--- src/rtl/antares_muldiv_unit_if.sv ---
// ============================================================================
// Module   : antares_muldiv_unit_if
// Brief    : Request/response bundle between the EX stage and the mul/div unit.
// Revision : 1.0 - initial release
// ============================================================================
`default_nettype none

interface antares_muldiv_unit_if #(
    parameter int DATA_WIDTH = 32
);
    logic                  op_valid;
    logic [3:0]            op_code;
    logic [DATA_WIDTH-1:0] op_a;
    logic [DATA_WIDTH-1:0] op_b;
    logic                  flush;
    logic                  busy;
    logic                  done;
    logic                  div_by_zero;
    logic [DATA_WIDTH-1:0] hi;
    logic [DATA_WIDTH-1:0] lo;

    modport master (
        output op_valid, op_code, op_a, op_b, flush,
        input  busy, done, div_by_zero, hi, lo
    );

    modport slave (
        input  op_valid, op_code, op_a, op_b, flush,
        output busy, done, div_by_zero, hi, lo
    );
endinterface

`default_nettype wire

--- src/rtl/antares_muldiv_unit.sv ---
// ============================================================================
// Module   : antares_muldiv_unit
// Brief    : Iterative multiply/divide unit owning the HI/LO register pair.
// Revision : 1.0 - initial release
// ============================================================================
`default_nettype none

module antares_muldiv_unit #(
    parameter int DATA_WIDTH = 32,
    parameter int CNT_WIDTH  = 6
) (
    input  wire logic              clk,
    input  wire logic              rst,
    antares_muldiv_unit_if.slave   bus
);

    localparam logic [3:0] c_op_mult  = 4'd1;
    localparam logic [3:0] c_op_multu = 4'd2;
    localparam logic [3:0] c_op_div   = 4'd3;
    localparam logic [3:0] c_op_divu  = 4'd4;
    localparam logic [3:0] c_op_madd  = 4'd5;
    localparam logic [3:0] c_op_maddu = 4'd6;
    localparam logic [3:0] c_op_msub  = 4'd7;
    localparam logic [3:0] c_op_msubu = 4'd8;
    localparam logic [3:0] c_op_mthi  = 4'd9;
    localparam logic [3:0] c_op_mtlo  = 4'd10;

    typedef enum logic [1:0] {
        ST_IDLE = 2'd0,
        ST_MUL  = 2'd1,
        ST_DIV  = 2'd2,
        ST_FIN  = 2'd3
    } state_t;

    state_t                    r_state;
    state_t                    w_state_nxt;
    logic [CNT_WIDTH-1:0]      r_cnt;
    logic [3:0]                r_op;
    logic                      r_sign_q;
    logic                      r_sign_r;
    logic [DATA_WIDTH-1:0]     r_opnd;
    logic [2*DATA_WIDTH-1:0]   r_acc;
    logic [DATA_WIDTH-1:0]     r_hi;
    logic [DATA_WIDTH-1:0]     r_lo;
    logic                      r_done;
    logic                      r_dbz;

    logic                      w_busy;
    logic                      w_accept;
    logic                      w_is_mul;
    logic                      w_is_div;
    logic                      w_is_signed;
    logic                      w_b_zero;
    logic                      w_last;
    logic                      w_dbz_now;
    logic                      w_fin_write;
    logic [DATA_WIDTH-1:0]     w_mag_a;
    logic [DATA_WIDTH-1:0]     w_mag_b;
    logic [DATA_WIDTH:0]       w_mul_sum;
    logic [2*DATA_WIDTH-1:0]   w_mul_nxt;
    logic [DATA_WIDTH:0]       w_div_shift;
    logic                      w_div_ok;
    logic [DATA_WIDTH-1:0]     w_div_rem;
    logic [2*DATA_WIDTH-1:0]   w_div_nxt;
    logic [2*DATA_WIDTH-1:0]   w_prod;
    logic [DATA_WIDTH-1:0]     w_quo;
    logic [DATA_WIDTH-1:0]     w_rem;
    logic [2*DATA_WIDTH-1:0]   w_result;

    assign w_busy      = (r_state != ST_IDLE);
    assign w_accept    = bus.op_valid & ~w_busy & ~bus.flush;
    assign w_is_mul    = (bus.op_code == c_op_mult)  | (bus.op_code == c_op_multu) |
                         (bus.op_code == c_op_madd)  | (bus.op_code == c_op_maddu) |
                         (bus.op_code == c_op_msub)  | (bus.op_code == c_op_msubu);
    assign w_is_div    = (bus.op_code == c_op_div) | (bus.op_code == c_op_divu);
    assign w_is_signed = (bus.op_code == c_op_mult) | (bus.op_code == c_op_div) |
                         (bus.op_code == c_op_madd) | (bus.op_code == c_op_msub);
    assign w_b_zero    = (bus.op_b == '0);
    assign w_last      = (r_cnt == CNT_WIDTH'(DATA_WIDTH - 1));
    assign w_dbz_now   = w_accept & w_is_div & w_b_zero;
    assign w_fin_write = (r_state == ST_FIN) & ~bus.flush;

    // Two's-complement negation of MIN yields 2^(W-1), which is the correct unsigned magnitude
    assign w_mag_a = (w_is_signed & bus.op_a[DATA_WIDTH-1]) ? (~bus.op_a + 1'b1) : bus.op_a;
    assign w_mag_b = (w_is_signed & bus.op_b[DATA_WIDTH-1]) ? (~bus.op_b + 1'b1) : bus.op_b;

    // Multiply: accumulator upper half holds the partial sum, lower half the remaining multiplier bits
    assign w_mul_sum = {1'b0, r_acc[2*DATA_WIDTH-1:DATA_WIDTH]} +
                       (r_acc[0] ? {1'b0, r_opnd} : {(DATA_WIDTH+1){1'b0}});
    assign w_mul_nxt = {w_mul_sum, r_acc[DATA_WIDTH-1:1]};

    // Divide: accumulator upper half is the remainder, lower half shifts dividend out / quotient in
    assign w_div_shift = {r_acc[2*DATA_WIDTH-1:DATA_WIDTH], r_acc[DATA_WIDTH-1]};
    assign w_div_ok    = (w_div_shift >= {1'b0, r_opnd});
    assign w_div_rem   = w_div_ok ? DATA_WIDTH'(w_div_shift - {1'b0, r_opnd})
                                  : w_div_shift[DATA_WIDTH-1:0];
    assign w_div_nxt   = {w_div_rem, r_acc[DATA_WIDTH-2:0], w_div_ok};

    assign w_prod = r_sign_q ? (~r_acc + 1'b1) : r_acc;
    assign w_quo  = r_sign_q ? (~r_acc[DATA_WIDTH-1:0] + 1'b1) : r_acc[DATA_WIDTH-1:0];
    assign w_rem  = r_sign_r ? (~r_acc[2*DATA_WIDTH-1:DATA_WIDTH] + 1'b1)
                             : r_acc[2*DATA_WIDTH-1:DATA_WIDTH];

    always_comb begin
        w_result = w_prod;
        case (r_op)
            c_op_madd, c_op_maddu: w_result = {r_hi, r_lo} + w_prod;
            c_op_msub, c_op_msubu: w_result = {r_hi, r_lo} - w_prod;
            c_op_div,  c_op_divu:  w_result = {w_rem, w_quo};
            default:               w_result = w_prod;
        endcase
    end

    always_comb begin
        w_state_nxt = r_state;
        case (r_state)
            ST_IDLE: begin
                if (w_accept & w_is_mul)
                    w_state_nxt = ST_MUL;
                else if (w_accept & w_is_div & ~w_b_zero)
                    w_state_nxt = ST_DIV;
            end
            ST_MUL, ST_DIV: begin
                if (bus.flush)
                    w_state_nxt = ST_IDLE;
                else if (w_last)
                    w_state_nxt = ST_FIN;
            end
            ST_FIN:  w_state_nxt = ST_IDLE;
            default: w_state_nxt = ST_IDLE;
        endcase
    end

    always_ff @(posedge clk) begin
        if (rst)
            r_state <= ST_IDLE;
        else
            r_state <= w_state_nxt;
    end

    always_ff @(posedge clk) begin
        if (rst) begin
            r_cnt    <= '0;
            r_op     <= '0;
            r_sign_q <= 1'b0;
            r_sign_r <= 1'b0;
            r_opnd   <= '0;
            r_acc    <= '0;
            r_hi     <= '0;
            r_lo     <= '0;
            r_done   <= 1'b0;
            r_dbz    <= 1'b0;
        end else begin
            r_done <= w_fin_write | w_dbz_now;
            r_dbz  <= w_dbz_now;
            if (w_accept) begin
                r_op     <= bus.op_code;
                r_cnt    <= '0;
                r_sign_q <= w_is_signed & (bus.op_a[DATA_WIDTH-1] ^ bus.op_b[DATA_WIDTH-1]);
                r_sign_r <= w_is_signed & bus.op_a[DATA_WIDTH-1];
                if (w_is_div) begin
                    r_opnd <= w_mag_b;
                    r_acc  <= {{DATA_WIDTH{1'b0}}, w_mag_a};
                end else begin
                    r_opnd <= w_mag_a;
                    r_acc  <= {{DATA_WIDTH{1'b0}}, w_mag_b};
                end
                if (bus.op_code == c_op_mthi)
                    r_hi <= bus.op_a;
                if (bus.op_code == c_op_mtlo)
                    r_lo <= bus.op_a;
            end
            if (r_state == ST_MUL) begin
                r_acc <= w_mul_nxt;
                r_cnt <= r_cnt + CNT_WIDTH'(1);
            end
            if (r_state == ST_DIV) begin
                r_acc <= w_div_nxt;
                r_cnt <= r_cnt + CNT_WIDTH'(1);
            end
            if (w_fin_write) begin
                r_hi <= w_result[2*DATA_WIDTH-1:DATA_WIDTH];
                r_lo <= w_result[DATA_WIDTH-1:0];
            end
        end
    end

    assign bus.busy        = w_busy;
    assign bus.done        = r_done;
    assign bus.div_by_zero = r_dbz;
    assign bus.hi          = r_hi;
    assign bus.lo          = r_lo;

endmodule

`default_nettype wire

--- src/flat_wrapper.sv ---
// flat-port wrapper written by rule: the top's interface ports become plain ports
module antares_muldiv_unit_flat 
#(
    parameter int DATA_WIDTH = 32,
    parameter int CNT_WIDTH  = 6
)
  (clk, rst, bus_op_valid, bus_op_code, bus_op_a, bus_op_b, bus_flush, bus_busy, bus_done, bus_div_by_zero, bus_hi, bus_lo);
  antares_muldiv_unit_if #(.DATA_WIDTH(DATA_WIDTH)) bus_i ();
  input  wire logic clk;
  input  wire logic rst;
  input wire logic [$bits(bus_i.op_valid)-1:0] bus_op_valid;
  input wire logic [$bits(bus_i.op_code)-1:0] bus_op_code;
  input wire logic [$bits(bus_i.op_a)-1:0] bus_op_a;
  input wire logic [$bits(bus_i.op_b)-1:0] bus_op_b;
  input wire logic [$bits(bus_i.flush)-1:0] bus_flush;
  output wire logic [$bits(bus_i.busy)-1:0] bus_busy;
  output wire logic [$bits(bus_i.done)-1:0] bus_done;
  output wire logic [$bits(bus_i.div_by_zero)-1:0] bus_div_by_zero;
  output wire logic [$bits(bus_i.hi)-1:0] bus_hi;
  output wire logic [$bits(bus_i.lo)-1:0] bus_lo;
  assign bus_i.op_valid = bus_op_valid;
  assign bus_i.op_code = bus_op_code;
  assign bus_i.op_a = bus_op_a;
  assign bus_i.op_b = bus_op_b;
  assign bus_i.flush = bus_flush;
  assign bus_busy = bus_i.busy;
  assign bus_done = bus_i.done;
  assign bus_div_by_zero = bus_i.div_by_zero;
  assign bus_hi = bus_i.hi;
  assign bus_lo = bus_i.lo;
  antares_muldiv_unit #(.DATA_WIDTH(DATA_WIDTH), .CNT_WIDTH(CNT_WIDTH)) u_core (.clk(clk), .rst(rst), .bus(bus_i));
endmodule
--- config.mk ---
export PLATFORM = sky130hd
export DESIGN_NAME = antares_muldiv_unit_flat
export DESIGN_NICKNAME = d
export VERILOG_FILES = /design/src/rtl/antares_muldiv_unit_if.sv /design/src/rtl/antares_muldiv_unit.sv /design/src/flat_wrapper.sv
export SDC_FILE = /design/constraint.sdc
export NUM_CORES = 1
export LEC_CHECK = 0
export ABC_CLOCK_PERIOD_IN_PS = 7400
export BUFFER_PORTS_ARGS = -buffer_cell sky130_fd_sc_hd__clkbuf_2
export CORE_MARGIN = 4
export CORE_UTILIZATION = 59
export CTS_CLUSTER_SIZE = 14
export DETAILED_ROUTE_END_ITERATION = 12
export HOLD_SLACK_MARGIN = 0.02
export PLACE_DENSITY = 0.78
export SYNTH_ARGS = -nofsm -noshare
export SYNTH_HDL_FRONTEND = slang
export SYNTH_SLANG_ARGS = --single-unit
export TNS_END_PERCENT = 10
--- constraint.sdc ---
create_clock -name clk -period 7.4 [get_ports clk]
set_clock_uncertainty 0.05 [all_clocks]
set_input_delay 0.37 -clock clk [delete_from_list [all_inputs] [get_ports clk]]
set_output_delay 0.37 -clock clk [all_outputs]
set_load 0.01 [all_outputs]
Word-level counts from Yosys, hierarchy flattened --
Index checks and enable logic that the tools add are counted. Widths: inputs -> output; s select.
Storage, ports and cells: logic and storage cells 114, input port bits 72, register bits 176, output and inout port bits 67
Operators by class: add/sub/neg operators 10, multiplexer cells 27, bitwise operators 29, reductions and logical operators 14, $lt $le $gt $ge 1, eq/ne operators 22
Operators by type and width (count):
- $mux 32 | 14
- $mux 64 | 4
- $pmux 64 s3 | 1
- $add 32x1->32 const B | 4
- $not 32->32 | 4
- $add 64x1->64 const B | 1
- $add 64x64->64 | 1
- $not 64->64 | 1
- $sub 64x64->64 | 1
- $add 32x32->33 | 1
- $ge 33x32->1 | 1
- $eq 4x3->1 const B | 8
- $logic_not 32->1 | 1
- $sub 32x32->32 | 1
- $mux 6 | 3
- $eq 4x4->1 const B | 4
- $eq 4x2->1 const B | 3
- $and 1x1->1 | 10
- $or 1x1->1 | 10
- $mux 2 | 4
- $reduce_bool 2->1 | 4
- $reduce_or 2->1 | 4
- $add 6x1->6 const B | 1
- $eq 6x5->1 const B | 1
- 11 further kinds | 16

Longest topological paths before layout --
depth after elaboration 10, mapped depth 31, depth with buffers taken out 27

Worst setup path before layout --
Ideal clock, no wire load.
path type reg2reg, start point register u_core.r_acc[0], end point register u_core.r_hi[30] (netlist: u_core.bus.hi[30]), library setup time 0.134 ns, arrival time 6.049 ns, data required time 7.216 ns, period minus slack after synthesis 6.232 ns, path slack 1.168 ns, cell stages (with the launch flop) 28, buffers on the path 3, cell sequence dfxtp_1 -> clkbuf_1 -> inv_1 -> clkbuf_1 -> ha_1 -> nor2b_1 -> buf_1 -> nand4_4 -> or2_4 -> o31ai_4 -> xor2_1 -> and4_1 -> nand4_1 -> nor2b_1 -> nand4_1 -> nor3_1 -> a41oi_1 -> xor2_1 -> ha_1 -> and3_1 -> nand2_1 -> nor4_1 -> a211oi_1 -> or3_1 -> o221a_2 -> o41ai_1 -> xnor2_1 -> o22ai_1
On the way: longest elaborated chain between the ends 6, elaborated cells on any way between the ends 7, those cells by class add/sub (3); mux (3); bitwise (1)
RTL lines:
- start, declared | line antares_muldiv_unit.sv:42 | logic [2*DATA_WIDTH-1:0] r_acc;
- start signal, assigned | line antares_muldiv_unit.sv:163 | r_acc <= {{DATA_WIDTH{1'b0}}, w_mag_a};
- start signal, assigned | line antares_muldiv_unit.sv:166 | r_acc <= {{DATA_WIDTH{1'b0}}, w_mag_b};
- start signal, assigned | line antares_muldiv_unit.sv:174 | r_acc <= w_mul_nxt;
- $not 64->64 | line antares_muldiv_unit.sv:99 | assign w_prod = r_sign_q ? (~r_acc + 1'b1) : r_acc;
- $add 64x1->64 | line antares_muldiv_unit.sv:99
- $mux 64 * | line antares_muldiv_unit.sv:99
- $sub 64x64->64 / $add 64x64->64 (equally long branches) | line antares_muldiv_unit.sv:108, antares_muldiv_unit.sv:107
- $pmux 64 s3 * | line antares_muldiv_unit.sv:106 | case (r_op)
- $mux 32 * | line antares_muldiv_unit.sv:181 | if (w_fin_write) begin
- end signal, assigned | line antares_muldiv_unit.sv:169 | r_hi <= bus.op_a;
- end signal, assigned | line antares_muldiv_unit.sv:182 | r_hi <= w_result[2*DATA_WIDTH-1:DATA_WIDTH];
- end, declared | line antares_muldiv_unit.sv:43 | logic [DATA_WIDTH-1:0] r_hi;
Mark *: on every way between the ends. The rest lies on a longest branch, timed or not. A chain may end at the register's enable or synchronous reset.

Worst setup path in the final report --
Ends and elaborated chain as after synthesis.

==> flow_summary.json <==
{
  "run_status": "complete, no violations",
  "synth_seq_cells": 176,
  "total_leakage_power_uw": 0.00907,
  "grtUsageTotal_pct": 37.4,
  "dp_hpwl_um": 58300,
  "root_buffer": "clkbuf_16",
  "grt_max_degree": 80,
  "ant_nets": 0,
  "vdd_drop_max_v": 0.00105,
  "synth_edf_count": 0,
  "clockBufferDepth": 2,
  "gp_congestion": 0.994,
  "worst_setup_path_start_kind": "flip-flop",
  "crit_path_top_delay_cell": "xor2_1",
  "maxCapViolations": 0,
  "path_cells": "inv_1 > ha_1 > nor2b_1 > nand4_4 > or2_4 > o31ai_4 > xor2_1 > and4_1 > nand4_1 > nor2b_1 > nand4_1 > nor3_1 > a41oi_1 > xor2_1 > ha_1 > and3_1 > nand2_1 > nor4_1 > a211oi_1 > or3_1 > o221a_2 > o41ai_1 > xnor2_1 > o22ai_1",
  "antenna_found_initial": 1,
  "async_flop_share_pct": 0,
  "slowest_delay_ns": 0.50,
  "r2r_setup_slack_ns": 0.50,
  "fin_nets": 3140,
  "ys_top_cells_by_area": "dfxtp_1 17%, ha_1 8.0%, xor2_1 6.9%",
  "drv_slew": 0,
  "grt_overflow": 0,
  "clock-sinks": 176,
  "holdPathStages": 3,
  "io_buffers": 138,
  "min_from": "bus_op_code[2]",
  "wl_um": 76300,
  "yosysTopAreaCell": "dfxtp_1",
  "drtIter0Drc": 2527,
  "syn-instance-count": 2961,
  "drt_first_pass_iters": 6,
  "end_kind": "flip-flop",
  "dieArea_um2": 39200,
  "dp_cells": 3370,
  "drc": 0,
  "synth.net_count": 3173,
  "layout_commonest_cell": "nand2_1",
  "tritoncts": "yes",
  "grt_pass1_vias": 20700,
  "core_um2": 35600,
  "ios": 139,
  "synth.avg_cell_area_um2": 7.20,
  "tns_ns": 0,
  "synth.top_cell.area_share_pct": 16.5,
  "via_per_inst": 6.69,
  "layout_common_cells": "279 x nand2_1, 277 x a21oi_1, 274 x nor2_1",
  "layout_min_cycle_time_ns": 6.90,
  "clk_pin_slew_ns": 0.08,
  "grt_pass1_wl_um": 117000,
  "clk_latency_ns": 0.47,
  "numCtsBuffers": 17,
  "slew_headroom_pct": 28.6,
  "finalCritPeriodShare_pct": 93.2,
  "setup_violations": 0,
  "grt_setup_unrepaired": "false",
  "final_cells": 3403,
  "r2r_start": "u_core.r_acc[0]$_SDFFE_PP0P_",
  "yosysWarnings": 0,
  "worstSetupPathType": "flip-flop to flip-flop",
  "worst_pin_slew_ns": 1.07,
  "die_h_um": 198,
  "h-tree-depth": 4,
  "layout-drive-gt1-share_pct": 10.1,
  "post_cts_resized": 0,
  "ys_seq_area_share_pct": 16.5,
  "detail_route.wl_per_cell_um": 22.4,
  "hold_end": "u_core.r_op[2]$_SDFFE_PP0P_",
  "cp.arrival_ns": 7.18,
  "crit_family": "simple AND/OR/NAND/NOR gates",
  "worstRegToRegCells": 24,
  "vias": 22800,
  "synthFlopType": "dfxtp_1",
  "cts_hold_buffers": 0,
  "timing.fmax_mhz": 145,
  "fp-row-count": 69,
  "hold_path_class": "input pin to flip-flop",
  "syn_to_final_growth_pct": 6.04,
  "cts_setup_buffers": 0,
  "initial_core_util_pct": 59.9,
  "timing.critical_path.buf_inv": 1,
  "fillerInstances": 3252,
  "p_per_area_nw_per_um2": 447,
  "synth_cell_types": 90,
  "reg2reg_to": "u_core.bus.hi[30]$_SDFFE_PP0P_",
  "required_ns": 7.68,
  "cp_max_fo": 16,
  "die_width_um": 198,
  "finalHoldViolations": 0,
  "post_synth_instance_area_um2": 21300
}
[Yosys cell counts, drive strengths merged (4+ instances only)]
library cell	count
xor2	170
a21oi	277
and2	18
a21boi	4
inv	90
mux2	26
dfxtp	176
and3	21
nand2	279
o31ai	34
o21bai	17
buf	31
nand2b	28
o31a	6
o211ai	73
nor3	73
o311ai	4
a221oi	27
o21ai	167
or4	19
clkbuf	193
a211o	4
nor4	34
nand3b	10
o311a	6
mux2i	65
a311oi	13
a21o	74
nor3b	9
ha	137
or2	13
o21a	18
o221ai	20
nand3	54
o22ai	18
o41ai	17
a31oi	40
or3	23
a31o	4
xnor2	157
a211oi	118
nand4	36
nor2b	31
a41oi	6
nor2	276
[power by group]
part	leakage (uW)	internal [uW]	total (uW)	switching, uW
logic	0.00735	2870	7440	4570
clock network	0.000288	458	945	487
registers	0.00144	1170	1720	549
[stage by stage]
| step | power, uW | utilization (%) | cell area (um2) | hold WS [ns] | setup WS [ns] |
|---|---|---|---|---|---|
| CTS | 9910 | 63.6 | 22600 | 0.103 | 0.664 |
| global placement | 8790 | 61.9 | 22000 | 0.390 | 0.936 |
| finish | 10100 | 63.6 | 22600 | 0.114 | 0.504 |
| detailed placement | 8940 | 61.9 | 22000 | 0.395 | 0.712 |
| floorplan | 7320 | - | 21300 | 0.382 | 1.17 |
| global route | 10900 | 63.6 | 22600 | 0.126 | 0.0579 |
[kinds of logic (layout without fill, tap and decap cells)]
family / count (synthesis) / in the layout / synth area share [%]
buf+inv: 314 / 294 / 5.75
other cells: 0 / 1 / 0
compound gates: 975 / 975 / 30.1
fa+ha+maj: 140 / 140 / 8.32
xor+xnor: 327 / 327 / 13.6
flops: 176 / 176 / 16.5
simple gates: 938 / 938 / 21.3
mux: 91 / 91 / 4.42
[layout make-up]
type / count / area, um2 / share of cell area (%)
Antenna cell: 1 / 2.50 / 0.0111
Clock buffer: 18 / 439 / 1.94
Clock inverter: 14 / 144 / 0.636
Inverter: 90 / 338 / 1.49
Multi-Input combinational cell: 2471 / 16600 / 73.6
Sequential cell: 176 / 3520 / 15.6
Tap cell: 461 / 577 / 2.55
Timing Repair Buffer: 172 / 948 / 4.19
[per-layer routing]
metal / vias up / share of wire [%] / global-route usage [%]
li1: 10700 / - / -
met1: 10600 / 42 / 52.1
met2: 1225 / 42 / 55.8
met3: 164 / 12 / 8.47
met4: 0 / 4.7 / 15.7
met5: - / 0 / 0
[worst reg2reg max path: cells and delay by family (launching register included)]
kind	cells	cell delay (ns)
buf+inv	1	0.17
flops	1	0.45
xor+xnor	3	0.89
compound gates	6	1.23
fa+ha+maj	2	0.68
simple gates	12	3.28
[sequential cells by signal, summed over array words and instances (netlist names)]
register                cells
u_core.bus.div_by_zero      1
u_core.bus.lo              32
u_core.bus.done             1
u_core.r_sign_r             1
u_core.r_state              2
u_core.r_acc               64
u_core.r_sign_q             1
u_core.r_opnd              32
u_core.r_op                 4
u_core.bus.hi              32
u_core.r_cnt                6
[worst max-delay path by stage]
stage	start	slack, ns	depth (start not counted)	endpoint
after global placement	u_core.r_acc[3]$_SDFFE_PP0P_	0.94	21	u_core.bus.hi[29]$_SDFFE_PP0P_
final	u_core.r_acc[0]$_SDFFE_PP0P_	0.50	24	u_core.bus.hi[30]$_SDFFE_PP0P_
after floorplan	u_core.r_acc[0]$_SDFFE_PP0P_	1.17	27	u_core.bus.hi[30]$_SDFFE_PP0P_
after CTS	u_core.r_acc[0]$_SDFFE_PP0P_	0.66	24	u_core.bus.hi[30]$_SDFFE_PP0P_
after global routing	u_core.r_acc[0]$_SDFFE_PP0P_	0.06	25	u_core.bus.hi[29]$_SDFFE_PP0P_
after detailed placement	u_core.r_acc[0]$_SDFFE_PP0P_	0.71	24	u_core.bus.hi[30]$_SDFFE_PP0P_
Note: power is estimated with default switching activity, not from simulation.
